--- config.mk ---
export PLATFORM = sky130hd
export DESIGN_NAME = piso_stream
export DESIGN_NICKNAME = d
export VERILOG_FILES = /design/src/rtl/piso_pkg.sv /design/src/rtl/piso_stream.sv
export SDC_FILE = /design/constraint.sdc
export NUM_CORES = 1
export LEC_CHECK = 0
export CAP_MARGIN = 20
export CELL_PAD_IN_SITES_DETAIL_PLACEMENT = 1
export CELL_PAD_IN_SITES_GLOBAL_PLACEMENT = 1
export CORE_MARGIN = 4
export CORE_UTILIZATION = 43
export DETAILED_ROUTE_END_ITERATION = 6
export GPL_ROUTABILITY_DRIVEN = 0
export GPL_TIMING_DRIVEN = 0
export PLACE_DENSITY = 0.92
export SYNTH_ARGS = -nofsm -noshare
export SYNTH_HDL_FRONTEND = slang
export SYNTH_SLANG_ARGS = --single-unit
--- constraint.sdc ---
create_clock -name clk -period 2.95 [get_ports clk]
set_input_delay 0.59 -clock clk [delete_from_list [all_inputs] [get_ports clk]]
set_output_delay 0.59 -clock clk [all_outputs]
set_load 0.02 [all_outputs]
--- src/rtl/piso_pkg.sv ---
// Shared types and the shift helper for the parallel-in/serial-out streamer.
package piso_pkg;

    // Upper bound on the word width that shift_next can handle.
    localparam int unsigned PISO_MAX_W = 64;

    typedef enum logic {
        IDLE  = 1'b0,
        SHIFT = 1'b1
    } piso_state_t;

    // Width-agnostic one-place shift. The caller zero-extends its word, so the
    // right shift brings a 0 into the word's MSB. Truncation on return drops
    // whatever the left shift pushed above the word.
    function automatic logic [PISO_MAX_W-1:0] shift_next(
        input logic [PISO_MAX_W-1:0] word,
        input logic                  mode
    );
        return mode ? (word << 1) : (word >> 1);
    endfunction

endpackage

--- src/rtl/piso_stream.sv ---
// Parallel-in/serial-out shifter with valid/ready on both sides and a one-word
// holding buffer, so consecutive words stream out with no idle cycle between them.
module piso_stream
    import piso_pkg::*;
#(
    parameter int unsigned WIDTH = 8
) (
    input  logic             clk,
    input  logic             reset_n,
    input  logic             load_valid,
    output logic             load_ready,
    input  logic [WIDTH-1:0] par_in,
    input  logic             msb_first,
    output logic             ser_valid,
    input  logic             ser_ready,
    output logic             ser_data,
    output logic             ser_last,
    output logic             busy
);

    localparam int unsigned CNT_W = $clog2(WIDTH);

    piso_state_t      r_state;
    logic [WIDTH-1:0] r_shreg;
    logic             r_mode;
    logic [CNT_W-1:0] r_cnt;
    logic [WIDTH-1:0] r_buf;
    logic             r_buf_mode;
    logic             r_buf_valid;

    logic             w_load_fire;
    logic             w_ser_fire;
    logic             w_last;
    logic             w_direct;
    logic [WIDTH-1:0] w_shifted;

    assign w_load_fire = load_valid & load_ready;
    assign w_ser_fire  = (r_state == SHIFT) & ser_ready;
    assign w_last      = (r_cnt == CNT_W'(WIDTH - 1));
    assign w_shifted   = WIDTH'(shift_next(PISO_MAX_W'(r_shreg), r_mode));

    // An empty buffer at the last bit lets a concurrent load go straight to shreg.
    assign w_direct    = w_ser_fire & w_last & ~r_buf_valid;

    // load_ready depends only on registers and reset, never on ser_ready.
    assign load_ready = reset_n & ~r_buf_valid;
    assign ser_valid  = (r_state == SHIFT);
    assign ser_data   = r_mode ? r_shreg[WIDTH-1] : r_shreg[0];
    assign ser_last   = ser_valid & w_last;
    assign busy       = ser_valid | r_buf_valid;

    always_ff @(posedge clk) begin
        if (!reset_n) begin
            r_state     <= IDLE;
            r_shreg     <= '0;
            r_mode      <= 1'b0;
            r_cnt       <= '0;
            r_buf       <= '0;
            r_buf_mode  <= 1'b0;
            r_buf_valid <= 1'b0;
        end else begin
            case (r_state)
                IDLE: begin
                    if (w_load_fire) begin
                        r_shreg <= par_in;
                        r_mode  <= msb_first;
                        r_cnt   <= '0;
                        r_state <= SHIFT;
                    end
                end
                SHIFT: begin
                    if (w_ser_fire && !w_last) begin
                        r_shreg <= w_shifted;
                        r_cnt   <= r_cnt + CNT_W'(1);
                    end else if (w_ser_fire && w_last) begin
                        if (r_buf_valid) begin
                            r_shreg     <= r_buf;
                            r_mode      <= r_buf_mode;
                            r_cnt       <= '0;
                            r_buf_valid <= 1'b0;
                        end else if (w_load_fire) begin
                            r_shreg <= par_in;
                            r_mode  <= msb_first;
                            r_cnt   <= '0;
                        end else begin
                            r_state <= IDLE;
                        end
                    end
                    // Any other accepted word while shifting parks in the buffer.
                    if (w_load_fire && !w_direct) begin
                        r_buf       <= par_in;
                        r_buf_mode  <= msb_first;
                        r_buf_valid <= 1'b1;
                    end
                end
                default: r_state <= IDLE;
            endcase
        end
    end

endmodule

; After elaboration in Yosys (flattened, before gate mapping)
; Index checks and enable logic that the tools add are counted.
[word_totals]
mem_bits_ro = 0
ram_bits = 0
word_cells = 56
out_inout_bits = 5
mem_count = 0
in_bits = 13
ff_bits = 23
latchBits = 0
[classes]
muxes = 25
shifts = 0
n_bitwise = 9
n_eq_ne = 5
div = 0
add_sub_neg = 1
multipliers = 0
order_cmp = 0
n_reduce_logical = 9
[ops]
columns = op, n
row1 = 2-to-1 mux 8 bit, 5
row2 = case mux 8 bit (2 select lines), 1
row3 = 2-to-1 mux 1 bit, 12
row4 = 2-to-1 mux 3 bit, 4
row5 = AND 1 bit, 6
row6 = case mux 3 bit (2 select lines), 1
row7 = != test 2 x 1 -> 1 bit (second input constant), 2
row8 = case mux 1 bit (2 select lines), 2
row9 = AND reduction 2 bit, 2
row10 = adder 3 x 1 -> 3 bit (second input constant), 1
row11 = equality test 3 bit (second input constant), 1
row12 = logical AND 1 bit, 3
row13 = != test 3 x 1 -> 1 bit (second input constant), 1
row14 = AND reduction 3 bit, 1
row15 = logical NOT 1 bit, 2
row16 = != test 2 bit (second input constant), 1
row17 = inverter 1 bit, 2
row18 = nonzero test 2 bit, 1
row19 = bitwise OR 1 bit, 1

; Depth between registers and ports, before layout
[depth]
ltp_word = 8
ltp_mapped = 7
ltp_nobuf = 6

; Worst setup path after synthesis
; OpenSTA, ideal clock, no wires.
[synth_timing]
kind = input -> output
startpoint = in reset_n
endpoint = out load_ready
path_buffers = 2
slack_ns = 0.876
arrival_time_ns = 1.484
required_time_ns = 2.360
cell_stages = 4
path_cell_list = buf_2 clkinv_1 clkbuf_1 nor2_1
[synth_between]
elab_chain_cells = 1
[synth_lines]
columns = item, line
row1 = "start, declared", piso_stream.sv:9  ; input logic reset_n,
row2 = AND 1 bit, piso_stream.sv:46  ; assign load_ready = reset_n & ~r_buf_valid;
row3 = "end, declared", piso_stream.sv:11  ; output logic load_ready,
; No other way between the ends.

; Worst setup path after layout
; Ends and elaborated chain as after synthesis.

==> results.toml <==
[status]
status = "finished clean"

[worst_setup_path]
path_cells = "clkdlybuf4s50_1 -> buf_4 -> clkinv_4 -> clkbuf_4 -> nor2_1 -> dlymetal6s2s_1"
cp.arrival_ns = 1.98
required_ns = 2.36
start_kind = "primary input"
endpoint_kind = "output pin"
critPathMaxFanout = 10
crit_buf_inv = 5
cpPeakStageDelay_ns = 0.51
path_delay_family = "buffers and inverters"
slowest_stage = "clkdlybuf4s50_1"
path_class = "primary input to output pin"

[cts]
cts_setup_buffers = 0
root_buffer = "clkbuf_4"
path_clk_slew_ns = 0.12
clock_latency_ns = 0.32
cts_sinks = 23
cts_tree = "done"
cts_buffers = 3
cts_htree_levels = 1
clockBufferDepth = 2

[final_layout]
multi_input_area_um2 = 703
drive_gt1_share_pct = 17.0
nets = 175
num-fill-cells = 335
fin_area_um2 = 1460
area_delta_synth_final_pct = 19.6
seq_area_um2 = 460
antenna_cells = 0

[floorplan]
start_util_pct = 44.7
die_h_um = 61.3
core_area_um2 = 2730
ios = 18
die_area_um2 = 3760
die_w_um = 61.3
num_rows = 19

[pwr]
power.density_nw_per_um2 = 423
ir_drop_mv = 0.281
p_leak_uw = 0.000542

[min_path]
hp-class = "register to register"

[placed_design]
port_buffers = 16
dpl.hpwl_um = 2700
postPlaceCellArea_um2 = 1420

[timing]
slew_headroom_pct = 66.3
slew_viol_final = 0
rsz0062_at_grt = "no"
finalHoldViolCount = 0
max_slew.worst_pin.slew_ns = 0.503
holdWs_ns = 0.470
period_minus_slack_ns = 2.57
max_freq_mhz = 389
period_share_pct = 87.0
fin_setup_tns_ns = 0
fin_worst_skew_ns = 0.00332
setup_viol = 0

[yosys]
synth-xor-area-share_pct = 0
syn_inst = 139
synthAdderAreaFrac_pct = 2.05
synth_flop_cell = "dfxtp_1"
synth_cell_types = 44
synth_top_family_by_area = "compound AO/OA/AOI/OAI gates"
synth-edff-count = 0
synth_area_um2 = 1220
postSynthAreaPerCell_um2 = 8.79
synthTopCellsByArea = "dfxtp_1 (38%), a21oi_1 (6.1%), mux2_2 (5.5%)"
synth_compound_area_share_pct = 25.6
yosysWarnings = 0
yosys.area_share.simple_pct = 22.7
synth.net_count = 154
async_flop_share_pct = 0
ys_ff_latch = 23
synthMuxAreaShare_pct = 7.17
synth_top_area_cell = "dfxtp_1"
synth_top_area_share_pct = 37.7
ys_seq_area_share_pct = 37.7

[global_route]
antenna_found_initial = 0
gr-total-overflow = 0
track_usage_pct = 22.2
first_global_vias = 1285
grt_pass1_wl_um = 6150
grt_max_degree = 13

[route]
drt_wl_total_um = 3720
avgViaCountPerCell = 6.46
avgRoutedWirePerCell_um = 19.6
dr.pass1.iters = 4
drc_errors = 0
dr.first_iter.drc_count = 131
vias = 1227
drtAntennaViolNets = 0

[run]
maxCapViolations = 0
==> cells in the mapped netlist, drive strengths merged (2+ instances only) <==
master   count
nand3       12
ha           2
nand2       15
o2bb2ai      6
a222oi       4
o211ai       2
buf          8
a21oi       16
a32o         2
mux2i        2
dfxtp       23
o21ai        4
nor3         2
and3         2
nor2         8
nand2b       2
mux2         6
nor3b        3
==> logic make-up after synthesis <==
logic type / Yosys count
multiplexers: 8
adder cells (fa/ha/maj): 2
AO/OA/AOI/OAI: 44
buffers and inverters: 11
flip-flops: 23
AND/OR/NAND/NOR: 51
==> path summary, 6_finish.rpt <==
path | startpoint | to | slack, ns | cells past startpoint
max reg2reg | r_cnt[0] | r_shreg[3] | 1.05 | 7
max | reset_n | load_ready | 0.38 | 6
min reg2reg | r_buf[0] | r_buf[0] | 0.47 | 2
min | r_buf[0] | r_buf[0] | 0.47 | 2
==> worst min-delay path, cell delays in order, from the launching register on <==
cell	delay, ns
dfxtp_1	0.33
nand2_1	0.05
a21oi_1	0.05
==> cell usage in the layout, fill, tap and decap left out, types with 2 or more instances in the layout <==
cell type,n
dfxtp_1,23
a21oi_1,15
clkdlybuf4s50_1,15
nand2_1,14
nand3_1,12
nor2_1,7
buf_2,6
mux2_2,6
o2bb2ai_1,6
clkbuf_4,4
o21ai_0,4
a222oi_1,4
nor3b_1,3
nand2b_1,2
mux2i_1,2
a32o_1,2
o211ai_1,2
ha_1,2
==> state kept, by name (all words and copies together), names as in the netlist <==
register and cells:
r_buf_mode 1, r_shreg 8, r_cnt 3, r_mode 1, r_buf 8, ser_valid 1
r_buf_valid 1
==> final cells by class <==
| class | count | share of cell area (%) |
|---|---|---|
| buffer | 9 | 3.86 |
| inverter | 2 | 0.857 |
| clock buffer | 4 | 1.80 |
| timing repair buffer | 16 | 11.1 |
| multi-input combinational | 105 | 48.2 |
| sequential | 23 | 31.5 |
| tap | 31 | 2.66 |
==> what timing repair did <==
item                       in CTS  in global routing
setup endpoints to repair       1                  1
resized for setup               5                  1
hold buffers                    0                  0
==> where the power goes <==
group | total, uW | switching [uW] | internal, uW
logic | 132 | 72.4 | 59.5
registers | 335 | 11.7 | 323
clock network | 151 | 97.6 | 52.9
==> metrics by stage <==
step	utilization (%)	power, uW	std cells	setup slack [ns]
global route	53.4	651	190	0.277
global placement	51.9	464	186	-0.385
CTS	53.3	621	190	0.00241
finish	53.4	618	190	0.383
floorplan	-	417	139	0.876
detailed placement	51.9	471	186	-0.424
==> metal layers <==
metal	part of all wire [%]	track usage (%)
met2	51	37.8
met1	42	26.5
met3	5.3	3.77
met5	0	0
met4	2.3	11.8
(Power assumes the default switching activity.)
